File: src/rtl/uart_rx_fifo.sv
// uart_rx_fifo: 8N1 UART receiver with a first-word-fall-through byte FIFO.
// Ports:
//   clk, rst       - clock, synchronous active-high reset
//   rxd            - asynchronous serial input (idle high)
//   out_data       - FIFO head byte, meaningful while out_valid is high
//   out_valid      - FIFO non-empty
//   out_ready      - consumer pops the head when out_valid && out_ready
//   level          - FIFO occupancy 0..FIFO_DEPTH
//   frame_err      - sticky: stop bit sampled low
//   overrun        - sticky: good byte dropped because the FIFO was full
//   clr_err        - clears both sticky flags (a coincident set wins)
//   busy           - receiver not idle
module uart_rx_fifo #(
  parameter int unsigned CLKS_PER_BIT = 868,
  parameter int unsigned FIFO_DEPTH   = 16,
  parameter int unsigned LEVEL_W      = 5
) (
  input  logic               clk,
  input  logic               rst,
  input  logic               rxd,
  output logic [7:0]         out_data,
  output logic               out_valid,
  input  logic               out_ready,
  output logic [LEVEL_W-1:0] level,
  output logic               frame_err,
  output logic               overrun,
  input  logic               clr_err,
  output logic               busy
);

  localparam int unsigned AW = LEVEL_W - 1;
  localparam int unsigned TW = $clog2(CLKS_PER_BIT + 1);
  localparam logic [TW-1:0]      HALF_BIT = TW'(CLKS_PER_BIT / 2);
  localparam logic [TW-1:0]      FULL_BIT = TW'(CLKS_PER_BIT);
  localparam logic [LEVEL_W-1:0] DEPTH    = LEVEL_W'(FIFO_DEPTH);

  typedef enum logic [2:0] {
    S_IDLE,
    S_START,
    S_DATA,
    S_STOP,
    S_BREAK
  } state_t;

  state_t             state;
  logic               sync1;
  logic               rxs;
  logic [TW-1:0]      timer;
  logic [2:0]         bit_idx;
  logic [7:0]         shift;
  logic [7:0]         mem [FIFO_DEPTH];
  logic [LEVEL_W-1:0] wptr;
  logic [LEVEL_W-1:0] rptr;

  logic               expire_c;
  logic               stop_good_c;
  logic               stop_bad_c;
  logic               pop_c;
  logic               wr_c;
  logic               drop_c;
  logic [LEVEL_W-1:0] wptr_nxt_c;
  logic [LEVEL_W-1:0] rptr_nxt_c;

  // Timer holds the number of cycles left including the current one; 1 means sample now.
  assign expire_c    = (timer == TW'(1));
  assign stop_good_c = (state == S_STOP) && expire_c && rxs;
  assign stop_bad_c  = (state == S_STOP) && expire_c && !rxs;
  assign pop_c       = out_valid && out_ready;
  // A same-cycle pop frees a slot, so a full FIFO still accepts the byte.
  assign wr_c        = stop_good_c && ((level != DEPTH) || pop_c);
  assign drop_c      = stop_good_c && (level == DEPTH) && !pop_c;
  assign wptr_nxt_c  = wptr + LEVEL_W'(wr_c);
  assign rptr_nxt_c  = rptr + LEVEL_W'(pop_c);

  assign out_data    = out_valid ? mem[rptr[AW-1:0]] : 8'h00;

  // Two-flop synchroniser for the asynchronous serial pin.
  always_ff @(posedge clk) begin
    if (rst) begin
      sync1 <= 1'b1;
      rxs   <= 1'b1;
    end else begin
      sync1 <= rxd;
      rxs   <= sync1;
    end
  end

  // Receiver FSM: mid-bit sampling with a reloading bit timer.
  always_ff @(posedge clk) begin
    if (rst) begin
      state   <= S_IDLE;
      timer   <= '0;
      bit_idx <= '0;
      shift   <= '0;
      busy    <= 1'b0;
    end else begin
      case (state)
        S_IDLE: begin
          if (!rxs) begin
            timer <= HALF_BIT;
            state <= S_START;
            busy  <= 1'b1;
          end
        end
        S_START: begin
          if (expire_c) begin
            if (rxs) begin
              state <= S_IDLE;
              busy  <= 1'b0;
            end else begin
              timer   <= FULL_BIT;
              bit_idx <= '0;
              state   <= S_DATA;
            end
          end else begin
            timer <= timer - TW'(1);
          end
        end
        S_DATA: begin
          if (expire_c) begin
            shift   <= {rxs, shift[7:1]};
            timer   <= FULL_BIT;
            bit_idx <= bit_idx + 3'd1;
            if (bit_idx == 3'd7) begin
              state <= S_STOP;
            end
          end else begin
            timer <= timer - TW'(1);
          end
        end
        S_STOP: begin
          if (expire_c) begin
            if (rxs) begin
              state <= S_IDLE;
              busy  <= 1'b0;
            end else begin
              state <= S_BREAK;
            end
          end else begin
            timer <= timer - TW'(1);
          end
        end
        S_BREAK: begin
          // Held-low line must return high before a new start bit is accepted.
          if (rxs) begin
            state <= S_IDLE;
            busy  <= 1'b0;
          end
        end
        default: begin
          state <= S_IDLE;
          busy  <= 1'b0;
        end
      endcase
    end
  end

  // FIFO storage and pointers; level/out_valid track the pointers on the same edge.
  always_ff @(posedge clk) begin
    if (rst) begin
      wptr      <= '0;
      rptr      <= '0;
      level     <= '0;
      out_valid <= 1'b0;
    end else begin
      if (wr_c) begin
        mem[wptr[AW-1:0]] <= shift;
      end
      wptr      <= wptr_nxt_c;
      rptr      <= rptr_nxt_c;
      level     <= wptr_nxt_c - rptr_nxt_c;
      out_valid <= (wptr_nxt_c != rptr_nxt_c);
    end
  end

  // Sticky error flags; a new event overrides a coincident clear.
  always_ff @(posedge clk) begin
    if (rst) begin
      frame_err <= 1'b0;
      overrun   <= 1'b0;
    end else begin
      if (stop_bad_c) begin
        frame_err <= 1'b1;
      end else if (clr_err) begin
        frame_err <= 1'b0;
      end
      if (drop_c) begin
        overrun <= 1'b1;
      end else if (clr_err) begin
        overrun <= 1'b0;
      end
    end
  end

endmodule

File: config.mk
export PLATFORM = sky130hd
export DESIGN_NAME = uart_rx_fifo
export DESIGN_NICKNAME = d
export VERILOG_FILES = /design/src/rtl/uart_rx_fifo.sv
export SDC_FILE = /design/constraint.sdc
export NUM_CORES = 1
export LEC_CHECK = 0
export BUFFER_PORTS_ARGS = -buffer_cell sky130_fd_sc_hd__buf_2
export CAP_MARGIN = 10
export CORE_AREA = 2 2 125 127
export DETAILED_ROUTE_END_ITERATION = 12
export DIE_AREA = 0 0 127 129
export REMOVE_ABC_BUFFERS = 1
export SYNTH_ARGS = -nofsm -noshare
export SYNTH_HDL_FRONTEND = slang
export SYNTH_SLANG_ARGS = --single-unit
File: constraint.sdc
create_clock -name clk -period 6.3 [get_ports clk]
set_input_delay 0.315 -clock clk [delete_from_list [all_inputs] [get_ports clk]]
set_output_delay 0.315 -clock clk [all_outputs]
set_load 0.02 [all_outputs]
Word-level counts from Yosys, hierarchy flattened
Memories as Yosys holds them, arrays and structs flattened. A register that Yosys moved wholly into a read port is not among the register bits.
Index checks and enable logic that the tools add are counted.

operators by class
  mux-type cells = 31
  eq/ne operators = 19
  reduce and logical (&&, ||, !) cells = 21
  bitwise operators = 1
  add/sub/neg operators = 5

operator list
  kind                                                                  count
  10-bit 2-to-1 mux                                                     5
  10-bit case mux with 4 select lines                                   1
  3-bit 2-to-1 mux                                                      10
  2-bit != test, second input constant                                  8
  3-bit case mux with 5 select lines                                    1
  5-bit by 1-bit adder with 5-bit output                                2
  10-bit by 1-bit == test with 1-bit output, second input constant      1
  10-bit by 1-bit subtractor with 10-bit output, second input constant  1
  1-bit 2-to-1 mux                                                      9
  8-bit 2-to-1 mux                                                      1
  4-bit AND reduction                                                   2
  1-bit logical AND                                                     7
  3-bit by 2-bit == test with 1-bit output, second input constant       2
  3-bit == test, second input constant                                  2
  3-bit case mux with 2 select lines                                    1
  6-bit AND reduction                                                   1
  2-bit nonzero test                                                    3
  5-bit == test, second input constant                                  1
  5-bit != test                                                         1
  5-bit != test, second input constant                                  1
  5-bit subtractor                                                      1
  4-bit 2-to-1 mux                                                      1
  1-bit case mux with 4 select lines                                    1
  4-bit nonzero test                                                    1
  12 further kinds                                                      13

storage, ports and cells
  register bits after elaboration = 45
  logic and storage cells = 91
  RAM bits = 128
  memories = 1
  input port bits = 5

memories
  memory  depth  width  rd ports  clocked after memory_dff  write ports  RTL line  source
  mem     16     8      1         1                         1            51        logic [7:0] mem [FIFO_DEPTH];

Logic depth before layout (Yosys ltp)
Gate-level depths: netlist of run 1.

  depth in word-level cells = 7
  depth in mapped cells = 15

Worst setup path before layout of run 1
OpenSTA, ideal clock, no wires.

  path type = reg-to-reg
  start = register timer[1]
  end = register level[4]
  buffers on the path = 1
  library setup time = 0.128 ns
  cell stages (with the launch flop) = 15
  period minus slack after synthesis = 2.986 ns
  slack = 3.314 ns
  required time = 6.172 ns
  arrival time = 2.859 ns
  cells stage by stage = dfxtp_1 inv_1 ha_1 or4b_4 nor3_4 and4_1 clkbuf_2 ha_1 ha_1 xor2_1 ha_1 a21o_1 a21oi_1 xor2_1 nor2_1

on the way
  cells in the longest elaborated chain, start to end = 6

RTL lines
  item                                       RTL line  source
  start, declared                            48        logic [TW-1:0] timer;
  start signal, assigned                     116       timer <= timer - TW'(1);
  start signal, assigned                     128       timer <= timer - TW'(1);
  start signal, assigned                     140       timer <= timer - TW'(1);
  10-bit by 1-bit == test with 1-bit output  65        assign expire_c = (timer == TW'(1));
  1-bit logical AND (2 in series)            66        assign stop_good_c = (state == S_STOP) && expire_c && rxs;
  1-bit logical AND                          70        assign wr_c = stop_good_c && ((level != DEPTH) || pop_c);
  5-bit by 1-bit adder with 5-bit output     72        assign wptr_nxt_c = wptr + LEVEL_W'(wr_c);
  via wptr_nxt_c[2]                          61        logic [LEVEL_W-1:0] wptr_nxt_c;
  5-bit subtractor                           171       level <= wptr_nxt_c - rptr_nxt_c;
  end signal, assigned                       171
  end, declared                              24        output logic [LEVEL_W-1:0] level,

The timed path passes the listed nets, and every way through them passes these cells.
A chain may end at the register's enable or synchronous reset.

Worst setup path in the final report of run 1
Same ends and word-level chain as after synthesis.

==> results of run 1 <==
[worst max-delay path: cells and delay by family (launching register included)]
kind            cells  cell delay, ns
buf+inv             1            0.11
simple gates        4            1.16
compound gates      2            0.33
fa+ha+maj           4            0.84
xor+xnor            2            0.34
flops               1            0.31
[layout by cell type, fill, tap and decap left out, types with 10 or more instances in the layout]
master,n
edfxtp_1,128
nand2_1,20
ha_1,12
nor2_1,50
buf_2,21
mux4_2,40
inv_1,14
dfxtp_1,44
o21ai_0,10
a21oi_1,14
clkbuf_16,17
[synth_stat cells, drive strengths merged (2+ instances only)]
cell type | count | share of area [%]
a21oi | 14 | 0.98
nor4 | 6 | 0.53
a21o | 4 | 0.42
a31oi | 3 | 0.26
ha | 12 | 2.1
nor3 | 9 | 0.95
and2 | 9 | 0.79
dfxtp | 45 | 13
edfxtp | 128 | 54
mux4 | 40 | 13
and4 | 2 | 0.25
xor2 | 7 | 0.86
nand3 | 9 | 0.63
clkbuf | 17 | 0.91
a2bb2oi | 2 | 0.25
a2111oi | 2 | 0.33
o31ai | 2 | 0.40
nor2 | 50 | 2.6
or2 | 2 | 0.18
inv | 14 | 0.74
nand3b | 3 | 0.32
mux2i | 9 | 1.3
a211oi | 3 | 0.32
o21ai | 10 | 0.70
xnor2 | 4 | 0.49
buf | 5 | 0.37
nor2b | 5 | 0.44
a22o | 2 | 0.25
a311oi | 3 | 0.37
nand2 | 20 | 1.1
[per-stage QoR]
step                hold slack, ns  util (%)  cell area [um^2]
floorplan                    0.382         -              7050
global placement             0.396      49.5              7410
detailed placement           0.399      49.5              7410
CTS                         0.0509      53.1              7950
global route                0.0575      53.1              7950
finish                      0.0715      53.1              7950
[layout make-up]
class / instances / area [um^2]
inverters: 14 / 52.6
fillers: 1220 / 7030
multi-input cells: 248 / 2250
clock buffers: 20 / 437
flip-flops and latches: 173 / 4750
repair buffers: 24 / 128
clock inverters: 10 / 100
well taps: 188 / 235
[worst paths after layout]
kind,endpoint,slack (ns)
hold reg to reg,rxs$_SDFF_PP1_,0.41
setup reg to reg,level[4]$_SDFF_PP0_,3.08
hold / removal,sync1$_SDFF_PP1_,0.07
setup / recovery,level[4]$_SDFF_PP0_,3.08
[metal layers]
layer  global-route usage [%]  wire [um]  vias to the layer above  share of wire (%)
met5                        0          0                        -                  0
met3                     5.20        683                       15                5.1
met1                     23.5       6060                     1954                 45
li1                         -          -                     1806                  -
met2                     28.6       6490                       96                 48
met4                     5.69        169                        0                1.3
[state kept, by name, indices dropped and copies added, names as in the netlist]
| signal | count |
|---|---|
| timer | 10 |
| out_valid | 1 |
| mem | 128 |
| wptr | 5 |
| rptr | 5 |
| bit_idx | 3 |
| sync1 | 1 |
| rxs | 1 |
| frame_err | 1 |
| overrun | 1 |
| state | 3 |
| level | 5 |
| shift | 8 |
| busy | 1 |
[cell families after synthesis]
group                      synth area share [%]
DFF                                        66.5
buffers and inverters                      2.02
adders and majority gates                  2.38
and+or+nand+nor                            8.61
xor gates and xnor gates                   1.35
AOI/OAI and AO/OA                          5.14
muxes                                      14.0
[power by group through the flow]
stage               Combinational, W  Clock (W)  Sequential [W]
global placement           0.0000524          0         0.00125
floorplan                  0.0000377          0         0.00124
global route               0.0000604    0.00103         0.00122
detailed placement         0.0000534          0         0.00125
finish                     0.0000538   0.000976         0.00122
CTS                        0.0000536   0.000993         0.00122
==> results.sh, run 1 <==
export IMPL_cts_path_max_buffers=2
export IMPL_io_pins=22
export IMPL_rows=45
export IMPL_finalNonFillerCells=677
export IMPL_cp_max_fo=7
export IMPL_ys_ff_latch=173
export IMPL_hold_class="input port to flop"
export IMPL_setup_ws_ns=3.08
export IMPL_drt_iter0_markers=361
export IMPL_cpMaxStageDelayCell="or4b_4"
export IMPL_crit_type="flop to flop"
export IMPL_cp_required_ns=6.60
export IMPL_rsz0062_at_grt="false"
export IMPL_drive_gt1_share_pct=19.8
export IMPL_post_cts_setup_buffers=0
export IMPL_start_util_pct=47.7
export IMPL_worst_path_most_repeated_cell="ha_1"
export IMPL_syn_area_per_cell_um2=15.6
export IMPL_ys_flop_type="edfxtp_1"
export IMPL_switching_share_pct=19.8
export IMPL_max_stage_delay_ns=0.52
export IMPL_cts_buffers=17
export IMPL_path_clk_slew_ns=0.06
export IMPL_seq_power_share_pct=54.3
export IMPL_skew_ns=0.00690
export IMPL_cp_arrival_ns=3.52
export IMPL_root_buffer="clkbuf_16"
export IMPL_dieWidth_um=127
export IMPL_wirelength_um=13400
export IMPL_syn_area_mm2=0.00714
export IMPL_grt_pass1_vias=3914
export IMPL_area_growth_pct=11.3
export IMPL_maxCapViolCount=0
export IMPL_ctsHoldBuffers=0
export IMPL_die_h_um=129
export IMPL_synth_edf_count=128
export IMPL_h_tree_depth=4
export IMPL_antenna_found_initial=0
export IMPL_grt_max_degree=49
export IMPL_slew_violations=0
export IMPL_drtAntennaViolNets=0
export IMPL_synth_cells=457
export IMPL_period_share_pct=51.1
export IMPL_dpl_hpwl_um=8580
export IMPL_total_power_w=0.00225
export IMPL_powerDensity_mw_per_mm2=283
export IMPL_yosysUniqueCellTypes=52
export IMPL_yosys_warnings=0
export IMPL_port_buffers=21
export IMPL_cts_sinks=173
export IMPL_place_inst=647
export IMPL_p_sw_w=0.000447
export IMPL_routedWlPerCell_um=19.8
export IMPL_fin_tns_setup_ns=0
export IMPL_min_period_ns=3.22
export IMPL_startpoint="timer[1]$_SDFFE_PP0P_"
export IMPL_critPathLaunchType="flop"
export IMPL_globalplace_congestion=0.852
export IMPL_p_leak_nw=2.62
export IMPL_place_ws_ns=3.09
export IMPL_clock_fmax_mhz=311
export IMPL_end_kind="flop"
export IMPL_grt_pass1_wl_um=21500
export IMPL_vias=3871
export IMPL_cts_repair_resized=0
export IMPL_async_flop_share_pct=0
export IMPL_layout_nets=496
export IMPL_crit_path_cell_trace="inv_1 > ha_1 > or4b_4 > nor3_4 > and4_1 > ha_1 > ha_1 > xor2_1 > ha_1 > a21o_1 > a21oi_1 > xor2_1 > nor2_1"
export IMPL_drt_vias_per_instance=5.72
export IMPL_p_int_w=0.00180
export IMPL_peakVddDrop_mv=0.188
export IMPL_dr_pass1_iters=5
export IMPL_die_area_mm2=0.0164
export IMPL_gr_total_overflow=0
export IMPL_hold_violations=0
export IMPL_clkLatencyLatePin_ns=0.42
export IMPL_cts_tree="built"
export IMPL_setup_viol=0
export IMPL_status="complete, no violations"
export IMPL_track_usage_pct=17.7
export IMPL_min_path_cells=2
export IMPL_p_clk_share_pct=43.3
export IMPL_tightest_slew_ns=1.00
export IMPL_r2r_cells=13
export IMPL_diodes=0
export IMPL_slew_headroom_pct=33.0
export IMPL_core_area_mm2=0.0150
export IMPL_r2r_start="timer[1]$_SDFFE_PP0P_"
export IMPL_hp_start="rxd"
export IMPL_ys_seq_area_share_pct=66.5
export IMPL_drc=0
export IMPL_comb_power_share_pct=2.4
(Power assumes the default switching activity.)
==> inputs of run 2 (changes only) <==
--- a/config.mk
+++ b/config.mk
@@ -10,6 +10,7 @@
 export CORE_AREA = 2 2 125 127
 export DETAILED_ROUTE_END_ITERATION = 12
 export DIE_AREA = 0 0 127 129
+export PLACE_DENSITY = 0.66
 export REMOVE_ABC_BUFFERS = 1
 export SYNTH_ARGS = -nofsm -noshare
 export SYNTH_HDL_FRONTEND = slang
==> constraint.sdc (replaced) <==
create_clock -name clk -period 2.6 [get_ports clk]
set_input_delay 0.13 -clock clk [delete_from_list [all_inputs] [get_ports clk]]
set_output_delay 0.13 -clock clk [all_outputs]
set_load 0.02 [all_outputs]
==> run 2 against run 1 <==
Effect of this change:
- the run now ends with negative setup slack left
- sequential power grew 140%
- setup slack got worse by 3.3 ns
- first-iteration DRC count is 11% lower
- maximum frequency is 16% higher
- clock skew is 0.0013 ns higher
- final cell count up 9.3%
- sequential cell count unchanged
- via count increased by 6.2%
- worst hold slack worse by 0.031 ns
- critical endpoint unchanged
- largest power group unchanged
- highest routed layer unchanged
==> results.sh, run 2 (same netlist as run 1, synthesis figures left out) <==
export IMPL_status="complete, but fails checks"
export IMPL_violations="negative setup slack"
export IMPL_finalNonFillerCells=740
export IMPL_cts_path_max_buffers=2
export IMPL_rsz0062_at_grt="true"
export IMPL_cts_sinks=173
export IMPL_setup_ws_ns=-0.182
export IMPL_vias=4110
export IMPL_clkLatencyLatePin_ns=0.42
export IMPL_cp_max_fo=2
export IMPL_core_area_mm2=0.0150
export IMPL_port_buffers=21
export IMPL_root_buffer="clkbuf_16"
export IMPL_setup_viol=11
export IMPL_hold_violations=0
export IMPL_tightest_slew_ns=0.909
export IMPL_io_pins=22
export IMPL_globalplace_congestion=0.854
export IMPL_area_growth_pct=21.2
export IMPL_drc=0
export IMPL_maxCapViolCount=0
export IMPL_grt_pass1_vias=4182
export IMPL_layout_common_cells="edfxtp_1 (128), buf_4 (59), nor2_1 (50)"
export IMPL_path_clk_slew_ns=0.06
export IMPL_min_period_ns=2.78
export IMPL_drt_vias_per_instance=5.55
export IMPL_cts_tree="built"
export IMPL_skew_ns=0.00818
export IMPL_grt_pass1_wl_um=22100
export IMPL_utilization_pct=57.8
export IMPL_powerDensity_mw_per_mm2=642
export IMPL_largest_reg_flops=128
export IMPL_slew_headroom_pct=39.4
export IMPL_crit_type="flop to flop"
export IMPL_dieWidth_um=127
export IMPL_p_leak_nw=2.97
export IMPL_dpl_hpwl_um=9040
export IMPL_clock_fmax_mhz=359
export IMPL_drt_iter0_markers=323
export IMPL_start_util_pct=47.7
export IMPL_peakVddDrop_mv=0.524
export IMPL_fin_hold_ws_ns=0.0406
export IMPL_slew_violations=0
export IMPL_routedWlPerCell_um=18.8
export IMPL_period_share_pct=107
export IMPL_wirelength_um=13900
export IMPL_dr_pass1_iters=6
export IMPL_antenna_found_initial=0
export IMPL_cp_arrival_ns=3.08
export IMPL_drtAntennaViolNets=0
export IMPL_cts_buffers=17
export IMPL_hold_class="input port to flop"
export IMPL_track_usage_pct=18.0
export IMPL_critPathLaunchType="flop"
export IMPL_drive_gt1_share_pct=33.9
export IMPL_grt_max_degree=35
export IMPL_die_h_um=129
export IMPL_h_tree_depth=4
export IMPL_place_ws_ns=-0.319
export IMPL_layout_commonest_cell="edfxtp_1"
export IMPL_cp_required_ns=2.90
export IMPL_diodes=0
export IMPL_die_area_mm2=0.0164
export IMPL_total_power_w=0.00555
export IMPL_end_kind="flop"
export IMPL_layout_nets=557
export IMPL_gr_total_overflow=0
export IMPL_place_inst=692
export IMPL_rows=45
run 2: cell type report:
type                    count  area (um^2)
clock buffers              25          497
clock inverters             7         66.3
fillers                  1170         6330
inverters                  14         52.6
multi-input cells         248         2430
flip-flops and latches    173         4750
well taps                 188          235
repair buffers             85          621
run 2: final timing paths:
kind	start	end	slack, ns	cells past startpoint
worst max-delay path	timer[1]$_SDFFE_PP0P_	level[4]$_SDFF_PP0_	-0.18	13
worst min-delay path	clr_err	frame_err$_SDFFE_PP0P_	0.04	4
worst max register to register	timer[1]$_SDFFE_PP0P_	level[4]$_SDFF_PP0_	-0.18	13
worst min register to register	sync1$_SDFF_PP1_	rxs$_SDFF_PP1_	0.41	1
run 2: power breakdown:
| group | switching, W | internal (W) | total (W) |
|---|---|---|---|
| Combinational | 0.000122 | 0.000104 | 0.000225 |
| Clock | 0.000960 | 0.00142 | 0.00238 |
| Sequential | 0.00000942 | 0.00294 | 0.00295 |
| Total | 0.00109 | 0.00446 | 0.00555 |
run 2: critical path, cell delays in order (launching register included):
cell     delay, ns
dfxtp_2       0.32
inv_2         0.07
ha_4          0.12
or4b_4        0.49
nor3_4        0.15
and4_4        0.26
ha_4          0.15
ha_4          0.14
xor2_2        0.14
ha_1          0.27
a21o_1        0.18
a21oi_2       0.16
xor2_1        0.15
nor2_1        0.05
run 2: per-stage QoR:
stage,setup TNS [ns],cell area [um^2]
after global routing,-1.77,8650
after global placement,-0.535,7770
final,-0.493,8650
after detailed placement,-0.860,7770
after floorplan,-4.08,7050
after CTS,-1.31,8570
run 2: per-layer routing:
metal | part of all wire [%] | up-vias | wire length (um) | global-route usage [%]
li1 | - | 1929 | - | -
met1 | 43 | 2095 | 5990 | 22.7
met2 | 52 | 70 | 7250 | 30.6
met3 | 3.4 | 16 | 475 | 4.86
met4 | 1.4 | 0 | 199 | 6.08
met5 | 0 | - | 0 | 0
run 2: what timing repair did:
action	CTS	global route
setup buffers	16	3
pin swaps	16	12
setup endpoints to repair	13	18
hold buffers	1	0
resized for setup	27	11
endpoints found under the hold margin	1	0
gates cloned	0	0
==> inputs of run 3 (changes only) <==
--- a/config.mk
+++ b/config.mk
@@ -7,10 +7,11 @@
 export LEC_CHECK = 0
 export BUFFER_PORTS_ARGS = -buffer_cell sky130_fd_sc_hd__buf_2
 export CAP_MARGIN = 10
-export CORE_AREA = 2 2 125 127
+export CORE_AREA = 2 2 117 119
 export DETAILED_ROUTE_END_ITERATION = 12
-export DIE_AREA = 0 0 127 129
-export PLACE_DENSITY = 0.66
+export DIE_AREA = 0 0 119 121
+export PLACE_DENSITY = 0.74
+export RECOVER_POWER = 50
 export REMOVE_ABC_BUFFERS = 1
 export SYNTH_ARGS = -nofsm -noshare
 export SYNTH_HDL_FRONTEND = slang
==> constraint.sdc (replaced) <==
create_clock -name clk -period 2.6 [get_ports clk]
set_input_delay 0.26 -clock clk [delete_from_list [all_inputs] [get_ports clk]]
set_output_delay 0.26 -clock clk [all_outputs]
set_load 0.02 [all_outputs]
==> run 3 against run 2 <==
Effect of this change:
- the flow still finishes with violations (negative setup slack)
- clock skew increased by 0.0012 ns
- wire length rose by 11%
- register-to-register slack got worse by 0.03 ns
- utilization is 8.8 points higher
- final cell count down 2.4%
- combinational power shrank 20%
- critical path type unchanged
==> results.sh, run 3 (same netlist as run 1, synthesis figures left out) <==
export IMPL_drive_gt1_share_pct=33.7
export IMPL_grt_max_degree=35
export IMPL_setup_viol=10
export IMPL_rows=42
export IMPL_clkLatencyLatePin_ns=0.43
export IMPL_place_ws_ns=-0.342
export IMPL_min_path_cells=2
export IMPL_hold_class="input port to flop"
export IMPL_slew_headroom_pct=52.5
export IMPL_violations="negative setup slack"
export IMPL_fin_hold_ws_ns=0.0127
export IMPL_rsz0062_at_grt="true"
export IMPL_crit_family="simple AND/OR/NAND/NOR gates"
export IMPL_grt_pass1_vias=4304
export IMPL_cts_buffers=17
export IMPL_max_stage_delay_ns=0.48
export IMPL_maxCapViolCount=0
export IMPL_crit_type="flop to flop"
export IMPL_drtAntennaViolNets=0
export IMPL_hold_end="sync1$_SDFF_PP1_"
export IMPL_diodes=0
export IMPL_dpl_hpwl_um=9120
export IMPL_peakVddDrop_mv=0.496
export IMPL_end_kind="flop"
export IMPL_tightest_slew_ns=0.706
export IMPL_hold_violations=0
export IMPL_globalplace_congestion=0.845
export IMPL_layout_nets=551
export IMPL_setup_ws_ns=-0.211
export IMPL_antenna_found_initial=1
export IMPL_drc=0
export IMPL_powerDensity_mw_per_mm2=670
export IMPL_h_tree_depth=4
export IMPL_io_pins=22
export IMPL_layout_commonest_cell="edfxtp_1"
export IMPL_root_buffer="clkbuf_16"
export IMPL_port_buffers=21
export IMPL_grt_pass1_wl_um=24200
export IMPL_cp_required_ns=2.91
export IMPL_cts_path_max_buffers=2
export IMPL_status="complete, but fails checks"
export IMPL_ctsHoldBuffers=0
export IMPL_wl_met3_um=880
export IMPL_cp_num_buf_inv=1
export IMPL_vias=4345
export IMPL_skew_ns=0.00940
export IMPL_die_h_um=121
export IMPL_start_util_pct=54.6
export IMPL_regToRegSetupSlack_ns=-0.21
export IMPL_cp_arrival_ns=3.13
export IMPL_crit_path_cell_trace="inv_2 > ha_4 > or4b_4 > nor3_4 > and4_4 > ha_4 > ha_4 > xor2_2 > ha_1 > a21o_1 > a21oi_2 > xor2_1 > nor2_1"
export IMPL_gr_total_overflow=0
export IMPL_cpMaxStageDelayCell="or4b_4"
export IMPL_drt_vias_per_instance=6.02
export IMPL_drt_iter0_markers=411
export IMPL_min_period_ns=2.81
export IMPL_critPathLaunchType="flop"
export IMPL_period_share_pct=108
export IMPL_cts_sinks=173
export IMPL_clock_fmax_mhz=356
export IMPL_die_area_mm2=0.0144
export IMPL_dr_pass1_iters=5
export IMPL_slew_violations=0
export IMPL_p_leak_nw=2.98
export IMPL_dieWidth_um=119
export IMPL_area_growth_pct=22.0
export IMPL_wl_met1_um=6000
export IMPL_path_clk_slew_ns=0.06
export IMPL_worst_path_most_repeated_cell="ha_4"
export IMPL_r2r_cells=13
export IMPL_track_usage_pct=22.9
export IMPL_routedWlPerCell_um=21.4
export IMPL_layout_common_cells="edfxtp_1 (128), nor2_1 (49), buf_4 (46)"
export IMPL_highest_signal_layer="met5"
export IMPL_wirelength_um=15400
export IMPL_cp_max_fo=2
export IMPL_largest_reg_flops=128
export IMPL_core_area_mm2=0.0131
export IMPL_met2WireLength_um=8150
export IMPL_num_fill_cells=833
export IMPL_r2r_end="level[4]$_SDFF_PP0_"
export IMPL_r2r_start="timer[1]$_SDFFE_PP0P_"
export IMPL_cts_tree="built"
export IMPL_hp_start="rxd"
run 3: worst reg2reg max path, cell delays in order (launching register included):
cell	delay (ns)
dfxtp_2	0.32
inv_2	0.07
ha_4	0.12
or4b_4	0.48
nor3_4	0.15
and4_4	0.26
ha_4	0.15
ha_4	0.15
xor2_2	0.18
ha_1	0.28
a21o_1	0.19
a21oi_2	0.15
xor2_1	0.15
nor2_1	0.05
run 3: final cells by class:
class | count | area (um^2) | share of cell area, %
Clock inverter | 15 | 211 | 2.43
Timing Repair Buffer | 79 | 711 | 8.16
Sequential cell | 173 | 4750 | 54.5
Tap cell | 176 | 220 | 2.53
Clock buffer | 17 | 425 | 4.88
Multi-Input combinational cell | 248 | 2340 | 26.9
Inverter | 14 | 52.6 | 0.603
run 3: power by group:
| part | total (W) | switching (W) | internal (W) |
|---|---|---|---|
| sequential | 0.00295 | 0.00000897 | 0.00294 |
| clock | 0.00271 | 0.00109 | 0.00162 |
| combinational | 0.000180 | 0.000105 | 0.0000759 |
run 3: worst max-delay path by stage:
stage	to	startpoint	slack, ns	depth (start not counted)
final	level[4]$_SDFF_PP0_	timer[1]$_SDFFE_PP0P_	-0.21	13
after CTS	level[3]$_SDFF_PP0_	timer[1]$_SDFFE_PP0P_	-0.19	13
after global placement	level[4]$_SDFF_PP0_	timer[1]$_SDFFE_PP0P_	-0.21	13
after floorplan	level[4]$_SDFF_PP0_	rptr[0]$_SDFF_PP0_	-0.47	8
after global routing	level[4]$_SDFF_PP0_	timer[1]$_SDFFE_PP0P_	-0.28	13
after detailed placement	level[3]$_SDFF_PP0_	timer[1]$_SDFFE_PP0P_	-0.34	13
run 3: per-layer routing:
metal,up-vias,GRT usage [%]
li1,1926,-
met1,2187,28.5
met2,197,39.2
met3,33,5.17
met4,2,9.08
met5,-,0
run 3: what timing repair did:
action / in CTS / in global routing
gates resized for setup: 48 / 9
endpoints found under the setup margin: 13 / 21
endpoints found under the hold margin: 0 / 0
buffers inserted: 7 / 3
pin swaps: 10 / 7
cloned: 4 / 0
run 3: metrics by stage:
stage	utilization (%)	instance area [um^2]	instances	power, W	TNS (ns)
floorplan	-	7050	435	0.00311	-5.12
global placement	59.2	7750	679	0.00317	-0.471
detailed placement	59.2	7750	679	0.00318	-0.948
CTS	66.5	8700	722	0.00585	-0.681
global route	66.6	8710	722	0.00599	-1.29
finish	66.6	8710	722	0.00583	-0.754
